==> config.mk <==
export PLATFORM = sky130hd
export DESIGN_NAME = decode_cycle
export DESIGN_NICKNAME = d
export VERILOG_FILES = /design/src/rtl/riscv_pkg.sv /design/src/rtl/decode_cycle_regfile.sv /design/src/rtl/decode_cycle.sv
export SDC_FILE = /design/constraint.sdc
export NUM_CORES = 2
export LEC_CHECK = 0
export CAP_MARGIN = 10
export CELL_PAD_IN_SITES_DETAIL_PLACEMENT = 1
export CELL_PAD_IN_SITES_GLOBAL_PLACEMENT = 2
export CORE_MARGIN = 5
export CORE_UTILIZATION = 48
export CTS_BUF_LIST = sky130_fd_sc_hd__clkbuf_16
export CTS_CLUSTER_SIZE = 10
export DETAILED_ROUTE_END_ITERATION = 7
export PLACE_DENSITY = 0.83
export SKIP_LAST_GASP = 1
export SLEW_MARGIN = 20
export SYNTH_ARGS = -nofsm -noshare
export SYNTH_HDL_FRONTEND = slang
export SYNTH_HIERARCHICAL = 1
export SYNTH_SLANG_ARGS = --single-unit
==> constraint.sdc <==
create_clock -name clk -period 3.7 [get_ports clk]
set_clock_uncertainty 0.15 [all_clocks]
set_input_delay 0.555 -clock clk [delete_from_list [all_inputs] [get_ports clk]]
set_output_delay 0.555 -clock clk [all_outputs]
set_load 0.01 [all_outputs]
==> src/rtl/riscv_pkg.sv <==
// Shared RV32I decode constants, ID/EX register layout and immediate helper.
package riscv_pkg;

    localparam logic [6:0] OP_LW  = 7'b0000011;
    localparam logic [6:0] OP_SW  = 7'b0100011;
    localparam logic [6:0] OP_R   = 7'b0110011;
    localparam logic [6:0] OP_I   = 7'b0010011;
    localparam logic [6:0] OP_BEQ = 7'b1100011;
    localparam logic [6:0] OP_JAL = 7'b1101111;

    typedef enum logic [2:0] {
        ALU_ADD = 3'b000,
        ALU_SUB = 3'b001,
        ALU_AND = 3'b010,
        ALU_OR  = 3'b011,
        ALU_SLT = 3'b101
    } alu_ctrl_e;

    typedef enum logic [1:0] {
        IMM_I = 2'b00,
        IMM_S = 2'b01,
        IMM_B = 2'b10,
        IMM_J = 2'b11
    } imm_src_e;

    typedef enum logic [1:0] {
        RES_ALU = 2'b00,
        RES_MEM = 2'b01,
        RES_PC4 = 2'b10
    } result_src_e;

    // Everything the execute stage receives from decode.
    typedef struct packed {
        logic        reg_write;
        logic        alu_src;
        logic        mem_write;
        result_src_e result_src;
        logic        branch;
        logic        jump;
        alu_ctrl_e   alu_ctrl;
        logic [31:0] rd1;
        logic [31:0] rd2;
        logic [31:0] imm;
        logic [4:0]  rs1;
        logic [4:0]  rs2;
        logic [4:0]  rd;
        logic [31:0] pc;
        logic [31:0] pc_plus4;
    } idex_t;

    // Sign-extended immediate for the four formats; bit 31 is always the sign.
    function automatic logic [31:0] imm_extend(input logic [31:0] instr, input imm_src_e src);
        logic [31:0] imm;
        case (src)
            IMM_I:   imm = {{20{instr[31]}}, instr[31:20]};
            IMM_S:   imm = {{20{instr[31]}}, instr[31:25], instr[11:7]};
            IMM_B:   imm = {{20{instr[31]}}, instr[7], instr[30:25], instr[11:8], 1'b0};
            default: imm = {{12{instr[31]}}, instr[19:12], instr[20], instr[30:21], 1'b0};
        endcase
        return imm;
    endfunction

endpackage

==> src/rtl/decode_cycle_regfile.sv <==
// 32x32 architectural register file: two combinational read ports, one
// write port, x0 hardwired to zero, optional write-before-read forwarding.
module register_file
    import riscv_pkg::*;
#(
    parameter int REG_BYPASS = 1
) (
    input  logic        clk,
    input  logic        rst,
    input  logic [4:0]  A1,
    input  logic [4:0]  A2,
    input  logic [4:0]  A3,
    input  logic [31:0] WD3,
    input  logic        WE3,
    output logic [31:0] RD1,
    output logic [31:0] RD2
);

    logic [31:0][31:0] regs_q;
    logic              wr_en;

    assign wr_en = WE3 && (A3 != 5'd0);

    // Register array: async clear, writes to x0 dropped.
    always_ff @(posedge clk or negedge rst) begin
        if (!rst) begin
            regs_q <= '0;
        end else if (wr_en) begin
            regs_q[A3] <= WD3;
        end
    end

    // Read ports; a same-cycle write to the read index wins when bypass is on.
    always_comb begin
        RD1 = (A1 == 5'd0) ? 32'd0 : regs_q[A1];
        RD2 = (A2 == 5'd0) ? 32'd0 : regs_q[A2];
        if (REG_BYPASS != 0) begin
            if (wr_en && (A3 == A1)) RD1 = WD3;
            if (wr_en && (A3 == A2)) RD2 = WD3;
        end
    end

endmodule

==> src/rtl/decode_cycle.sv <==
// RV32I decode stage: control decode, immediate generation, register read
// and the ID/EX pipeline register feeding execute.
module decode_cycle
    import riscv_pkg::*;
#(
    parameter int REG_BYPASS = 1
) (
    input  logic        clk,
    input  logic        rst,
    input  logic [31:0] InstrD,
    input  logic [31:0] PCD,
    input  logic [31:0] PCPlus4D,
    input  logic        RegWriteW,
    input  logic [4:0]  RDW,
    input  logic [31:0] ResultW,
    input  logic        FlushE,
    output logic        RegWriteE,
    output logic        ALUSrcE,
    output logic        MemWriteE,
    output logic [1:0]  ResultSrcE,
    output logic        BranchE,
    output logic        JumpE,
    output logic [2:0]  ALUControlE,
    output logic [31:0] RD1_E,
    output logic [31:0] RD2_E,
    output logic [31:0] Imm_Ext_E,
    output logic [4:0]  RS1_E,
    output logic [4:0]  RS2_E,
    output logic [4:0]  RD_E,
    output logic [31:0] PCE,
    output logic [31:0] PCPlus4E
);

    logic [6:0]  opcode;
    logic [2:0]  funct3;
    logic [31:0] rd1, rd2;
    logic        reg_write, alu_src, mem_write, branch, jump, imm_en;
    result_src_e result_src;
    imm_src_e    imm_src;
    alu_ctrl_e   alu_ctrl;
    idex_t       idex_d, idex_q;

    assign opcode = InstrD[6:0];
    assign funct3 = InstrD[14:12];

    register_file #(.REG_BYPASS(REG_BYPASS)) u_rf (
        .clk (clk),
        .rst (rst),
        .A1  (InstrD[19:15]),
        .A2  (InstrD[24:20]),
        .A3  (RDW),
        .WD3 (ResultW),
        .WE3 (RegWriteW),
        .RD1 (rd1),
        .RD2 (rd2)
    );

    // Main decoder: unknown opcodes fall through to an all-zero bubble.
    always_comb begin
        reg_write  = 1'b0;
        alu_src    = 1'b0;
        mem_write  = 1'b0;
        result_src = RES_ALU;
        branch     = 1'b0;
        jump       = 1'b0;
        imm_src    = IMM_I;
        imm_en     = 1'b0;
        case (opcode)
            OP_LW:  begin reg_write = 1'b1; alu_src = 1'b1; result_src = RES_MEM;
                          imm_src = IMM_I; imm_en = 1'b1; end
            OP_SW:  begin alu_src = 1'b1; mem_write = 1'b1;
                          imm_src = IMM_S; imm_en = 1'b1; end
            OP_R:   begin reg_write = 1'b1; end
            OP_I:   begin reg_write = 1'b1; alu_src = 1'b1;
                          imm_src = IMM_I; imm_en = 1'b1; end
            OP_BEQ: begin branch = 1'b1; imm_src = IMM_B; imm_en = 1'b1; end
            OP_JAL: begin reg_write = 1'b1; result_src = RES_PC4; jump = 1'b1;
                          imm_src = IMM_J; imm_en = 1'b1; end
            default: ;
        endcase
    end

    // ALU decoder: funct7[5] selects sub only for R-type; I-ALU ignores it.
    always_comb begin
        alu_ctrl = ALU_ADD;
        case (opcode)
            OP_BEQ: alu_ctrl = ALU_SUB;
            OP_R, OP_I: begin
                case (funct3)
                    3'b000:  alu_ctrl = (opcode == OP_R && InstrD[30]) ? ALU_SUB : ALU_ADD;
                    3'b010:  alu_ctrl = ALU_SLT;
                    3'b110:  alu_ctrl = ALU_OR;
                    3'b111:  alu_ctrl = ALU_AND;
                    default: alu_ctrl = ALU_ADD;
                endcase
            end
            default: alu_ctrl = ALU_ADD;
        endcase
    end

    // Assemble the next ID/EX contents; formats without an immediate carry 0.
    always_comb begin
        idex_d            = '0;
        idex_d.reg_write  = reg_write;
        idex_d.alu_src    = alu_src;
        idex_d.mem_write  = mem_write;
        idex_d.result_src = result_src;
        idex_d.branch     = branch;
        idex_d.jump       = jump;
        idex_d.alu_ctrl   = alu_ctrl;
        idex_d.rd1        = rd1;
        idex_d.rd2        = rd2;
        idex_d.imm        = imm_en ? imm_extend(InstrD, imm_src) : 32'd0;
        idex_d.rs1        = InstrD[19:15];
        idex_d.rs2        = InstrD[24:20];
        idex_d.rd         = InstrD[11:7];
        idex_d.pc         = PCD;
        idex_d.pc_plus4   = PCPlus4D;
    end

    // ID/EX register: reset beats flush; flush zeroes every field.
    always_ff @(posedge clk or negedge rst) begin
        if (!rst) begin
            idex_q <= '0;
        end else if (FlushE) begin
            idex_q <= '0;
        end else begin
            idex_q <= idex_d;
        end
    end

    assign RegWriteE   = idex_q.reg_write;
    assign ALUSrcE     = idex_q.alu_src;
    assign MemWriteE   = idex_q.mem_write;
    assign ResultSrcE  = idex_q.result_src;
    assign BranchE     = idex_q.branch;
    assign JumpE       = idex_q.jump;
    assign ALUControlE = idex_q.alu_ctrl;
    assign RD1_E       = idex_q.rd1;
    assign RD2_E       = idex_q.rd2;
    assign Imm_Ext_E   = idex_q.imm;
    assign RS1_E       = idex_q.rs1;
    assign RS2_E       = idex_q.rs2;
    assign RD_E        = idex_q.rd;
    assign PCE         = idex_q.pc;
    assign PCPlus4E    = idex_q.pc_plus4;

endmodule

==> After elaboration in Yosys (flattened, before gate mapping) <==
Cells that the tools add are included.
{ "op_classes": {"order_cmp": 4, "n_eq_ne": 13, "n_mux": 25, "n_reduce_logical": 14} }
{ "op_table": {"columns": ["operator", "count"], "rows": [
  ["$bwmux W1024", 1],
  ["$bmux W32 S5", 2],
  ["$mux W32", 8],
  ["$mux W185", 1],
  ["$demux W32 S5", 1],
  ["$pmux W20 S3", 1],
  ["$lt A5 B6 Y1 const B", 3],
  ["$eq A7 B6 Y1 const B", 2],
  ["$eq A7 B7 Y1 const B", 2],
  ["$pmux W3 S4", 1],
  ["$eq A5 B5 Y1", 2],
  ["$logic_not A5 Y1", 2],
  ["$eq A7 B2 Y1 const B", 1],
  ["$eq A7 B5 Y1 const B", 1],
  ["$mux W1", 7],
  ["$eq A3 B3 Y1 const B", 2],
  ["$pmux W2 S3", 1],
  ["$pmux W3 S2", 1],
  ["$ge A5 B1 Y1 const B", 1],
  ["$logic_and A1 B1 Y1", 5],
  ["$reduce_bool A5 Y1", 1],
  ["$reduce_or A5 Y1", 1],
  ["$pmux W2 S2", 1],
  ["$reduce_or A4 Y1", 1],
  ["other kinds (7)", 7]
]} }
{ "totals": {"regBits": 1209, "input_bits": 137, "output_inout_bits": 185, "elab_cells": 103} }

==> Depth between registers and ports, before layout <==
{ "depth": {"word_depth": 6, "depth_mapped": 10, "depth_no_buf": 6} }

==> Modules after synthesis <==
Netlist, hierarchy kept.
{ "by_module_without_submodules": {"columns": ["mod", "n_inst", "cells_per_inst", "area_per_inst_um2", "seq_area_each_um2"], "rows": [
  ["register_file", 1, 3670, 54609.9, 25624.6],
  ["decode_cycle", 1, 424, 5841.9, 4354.2]
]} }

==> Least setup slack after synthesis <==
No wires, ideal clock.
{ "synth_timing": {"path_type": "input to register", "start": "input port InstrD[15]", "end": "register idex_q, in the netlist RD1_E[27]", "setup_ps": 132, "arrival_time_ps": 2330, "t_required_ps": 3418, "slack_ps": 1088, "cell_stages": 8, "path_buffers": 3, "path_cell_list": "buf_6 -> buf_2 -> buf_2 -> mux4_2 -> a211oi_1 -> nand2_1 -> a32o_1 -> nor2b_1"} }
{ "synth_via": {"elab_chain_cells": 5, "elab_cells_between_ends": 8, "cone_classes": "eq/ne: 1; mux: 5; reduce/logical: 2"} }
{ "synth_rtl": {"columns": ["item", "line", "rtl"], "rows": [
  ["from (decl)", "decode_cycle.sv:10", "input logic [31:0] InstrD,"],
  ["$bmux W32 S5", "decode_cycle_regfile.sv:35", "RD1 = (A1 == 5'd0) ? 32'd0 : regs_q[A1];"],
  ["$mux W32 (implied by the code)", "decode_cycle_regfile.sv:35", null],
  ["$mux W32", "decode_cycle_regfile.sv:35", null],
  ["$mux W32 (*)", "decode_cycle_regfile.sv:38", "if (wr_en && (A3 == A1)) RD1 = WD3;"],
  ["named net rd1[27]", "decode_cycle.sv:36", "logic [31:0] rd1, rd2;"],
  ["$mux W185 (*)", "decode_cycle.sv:125", "end else if (FlushE) begin"],
  ["to (signal assigned)", "decode_cycle.sv:128", "idex_q <= idex_d;"],
  ["to (decl)", "decode_cycle.sv:41", "idex_t idex_d, idex_q;"]
]} }
Mark *: on every way through the listed nets, which the timed path passes. The rest lies on a longest branch. The select of a mux whose other input is x is not followed.
A chain may end at the register's enable or synchronous reset.

==> Worst setup path in the final report <==
{ "layout_timing": {"start": "input port InstrD[24]", "end": "register idex_q, in the netlist RD2_E[17]"} }
{ "layout_via": {"elab_chain_cells": 5, "elab_cells_between_ends": 8, "cone_classes": "eq/ne: 1; mux: 5; reduce/logical: 2"} }
{ "layout_rtl": {"columns": ["item", "line", "rtl"], "rows": [
  ["$bmux W32 S5", "decode_cycle_regfile.sv:36", "RD2 = (A2 == 5'd0) ? 32'd0 : regs_q[A2];"],
  ["$mux W32 (implied by the code)", "decode_cycle_regfile.sv:36", null],
  ["$mux W32", "decode_cycle_regfile.sv:36", null],
  ["$mux W32 (*)", "decode_cycle_regfile.sv:39", "if (wr_en && (A3 == A2)) RD2 = WD3;"],
  ["named net rd2[17]", "decode_cycle.sv:36", null],
  ["$mux W185 (*)", "decode_cycle.sv:125", null]
]} }
Marked as above.

==> qor.csv <==
metric;value;unit
status;complete, no violations;
fp.dieW;365;µm
power_frac_comb;19.6;%
first_pass_iters;5;
critPathMaxStageDelay;0.55;ns
n_fill_cell;11568;
syn_to_final_growth;16.1;%
tightest_slew;1.16;ns
multi_input_area;28600;µm²
core.rowCount;130;
syn_inst;4094;
cp.required;4.15;ns
synthArstFlopShare;100;%
vias;40234;
h-tree-depth;4;
synth_seq_cells;1198;
mostFrequentLayoutCells;dfrtp_1, mux2_2, mux4_2, clkdlybuf4s50_1, mux2i_1;
drv_slew;0;
finalSetupViolations;0;
antenna_found_initial;13;
grt_overflow;0;
highest_layer;met5;
grt_pass1_wl;307000;µm
register_area;30000;µm²
ir_drop;272;µV
die_area;133000;µm²
timing.critical_path.buf_inv;4;
syn_area_per_cell;14.8;µm²
grt_setup_unrepaired;false;
synth.net_count;4231;
cpMostUsedCell;buf_16;
end_kind;flop;
crit_path_max_fanout;9;
clk_pin_slew_worst_paths;0.05;ns
dr_wl_met2;96100;µm
ys.flop_type;dfrtp_1;
drt_wl_total;211000;µm
worst-setup-path-type;in2reg;
fin_crit;3.00;ns
yosysSeqAreaShare;49.6;%
route.met3.wl;19200;µm
start_util;48.2;%
synth_cell_types;51;
synth_edf_count;0;
hpwl;125000;µm
max_freq;333;MHz
cp_cell_sequence;dlygate4sd3_1 -> buf_4 -> or3_2 -> or3_1 -> nor2b_4 -> buf_16 -> buf_16 -> a32o_1 -> nor2b_1;
io_pins;322;
grt_pass1_vias;43290;
core;125000;µm²
power.switching;0.0100;W
worstSetupStartpointType;primary input;
wl_met1;88100;µm
wl_per_cell;35.1;µm
numCtsBuffers;141;
track_usage;31.7;%
clkLatencyLatePin;0.77;ns
netlist_area;60500;µm²
drc;0;
p_per_area;524;nW/µm²
power_frac_clock;33.7;%
final_util;55.9;%
grt_max_degree;149;
place_area;66300;µm²
final_common_cell;dfrtp_1;
hold_class;in2reg;
cpMaxStageDelayCell;dlygate4sd3_1;
nets;4439;
leakagePower;30.2;nW
io_buffers;321;
yosys_warnings;6;
slew_headroom;22.2;%
cap_violations;0;
cts_sinks;1198;
initialDrtViolationCount;3712;
cts_max_path_buffers;3;
p_int;0.0267;W
cp.arrival;3.46;ns
tritoncts;done;
period_share;81.2;%
hold_violations;0;
p_seq_share;46.7;%
gp_congestion;0.814;
cts_root_buffer;clkbuf_16;
final_area;70200;µm²
drive_above_1_share;44.6;%
die_y;365;µm
drt-vias-per-instance;6.71;
cp_top_family;simple AND/OR/NAND/NOR gates;
ant_nets;0;
swShare;27.3;%
-- tightest hold or removal path, delay by kind of cell --
family	cells	cell delay [ns]
buffers and inverters	1	0.19
AOI/OAI and AO/OA	1	0.07
and+or+nand+nor	1	0.10
-- Yosys cell counts, types with 2 or more instances --
master | count | area share [%]
clkbuf_1 | 238 | 1.5
buf_6 | 8 | 0.15
or3_1 | 2 | 0.021
o22ai_1 | 97 | 1.0
a211oi_1 | 32 | 0.40
o21ai_0 | 11 | 0.091
a32o_1 | 63 | 1.0
and2_1 | 2 | 0.021
a221o_1 | 14 | 0.23
dfrtp_1 | 1198 | 50
nand2b_1 | 4 | 0.041
nand3b_1 | 10 | 0.12
nor4_2 | 3 | 0.062
and3_1 | 2 | 0.021
nor2_1 | 59 | 0.37
xnor2_1 | 6 | 0.087
a22oi_1 | 31 | 0.38
nor3b_1 | 5 | 0.062
mux2i_1 | 163 | 2.7
nor3_1 | 5 | 0.041
o211ai_1 | 23 | 0.29
xor2_1 | 5 | 0.072
buf_2 | 126 | 1.0
nand2_1 | 129 | 0.80
or3b_2 | 4 | 0.058
nand3_1 | 14 | 0.12
buf_4 | 30 | 0.37
mux2_2 | 1058 | 20
a31oi_1 | 2 | 0.021
buf_1 | 59 | 0.37
nor2b_1 | 154 | 1.6
mux4_2 | 445 | 17
o221ai_1 | 32 | 0.46
a21oi_1 | 43 | 0.36
-- routing by layer --
| metal | GRT usage, % | vias up |
|---|---|---|
| met4 | 10.8 | 12 |
| met5 | 0 | - |
| met1 | 44.2 | 21997 |
| li1 | - | 15920 |
| met3 | 8.06 | 415 |
| met2 | 48.9 | 1890 |
-- registers in the layout, summed over array words and instances (netlist names), 2 cells and up --
signal / flops
u_rf/regs_q: 1024
PCE: 32
PCPlus4E: 32
RD1_E: 32
RD2_E: 32
Imm_Ext_E: 21
RD_E: 5
RS1_E: 5
RS2_E: 5
ALUControlE: 3
ResultSrcE: 2
-- cells by family after synthesis --
| family | Yosys count | synth area share [%] |
|---|---|---|
| buffers and inverters | 462 | 3.42 |
| muxes | 1666 | 39.0 |
| and+or+nand+nor | 402 | 3.46 |
| DFF | 1198 | 49.6 |
| xor gates and xnor gates | 11 | 0.159 |
| AOI/OAI and AO/OA | 355 | 4.39 |
-- timing repair --
item | 4_1_cts | 5_1_grt
setup buffers | 0 | 0
hold buffers | 4 | 0
endpoints found under the setup margin | 0 | 0
gates resized for setup | 0 | 0
endpoints found under the hold margin | 192 | 0
-- cell type report --
type | instances | area share (%)
antenna | 5 | 0.0178
clock buffer | 148 | 5.28
clock inverter | 36 | 0.251
inverter | 1 | 0.00535
multi-input combinational | 2434 | 40.8
sequential | 1198 | 42.7
tap | 1650 | 2.94
timing repair buffer | 526 | 7.97
-- metrics by stage --
stage	cells	setup WS, ns	power, W	hold slack (ns)	setup TNS (ns)
floorplan	4094	1.09	0.0218	0.109	0
global placement	5803	-0.0474	0.0240	0.231	-0.292
detailed placement	5805	0.341	0.0244	0.235	0
CTS	5993	0.825	0.0369	0.0197	0
global route	5995	0.712	0.0382	0.0488	0
finish	5998	0.696	0.0368	0.0567	0
-- path summary, 6_finish.rpt --
path,startpoint,to,slack (ns),cells past startpoint
hold reg to reg,u_rf/regs_q[18]$_DFFE_PN0P_,u_rf/regs_q[18]$_DFFE_PN0P_,0.25,0
max in group asynchronous,rst,u_rf/regs_q[552]$_DFFE_PN0P_,2.07,4
hold / removal,InstrD[15],Imm_Ext_E[15]$_DFF_PN0_,0.06,3
setup / recovery,InstrD[24],RD2_E[17]$_DFF_PN0_,0.70,9
setup reg to reg,u_rf/regs_q[459]$_DFFE_PN0P_,RD2_E[11]$_DFF_PN0_,1.49,6
min in group asynchronous,rst,u_rf/regs_q[434]$_DFFE_PN0P_,0.16,2
-- power by group through the flow --
stage                     Clock (W)  Sequential [W]  Combinational [W]
after floorplan                   0          0.0166            0.00514
after global placement            0          0.0171            0.00688
after detailed placement          0          0.0173            0.00712
after CTS                    0.0126          0.0171            0.00720
after global routing         0.0131          0.0174            0.00770
final                        0.0124          0.0172            0.00719
Note: power is estimated with default switching activity, not from simulation.
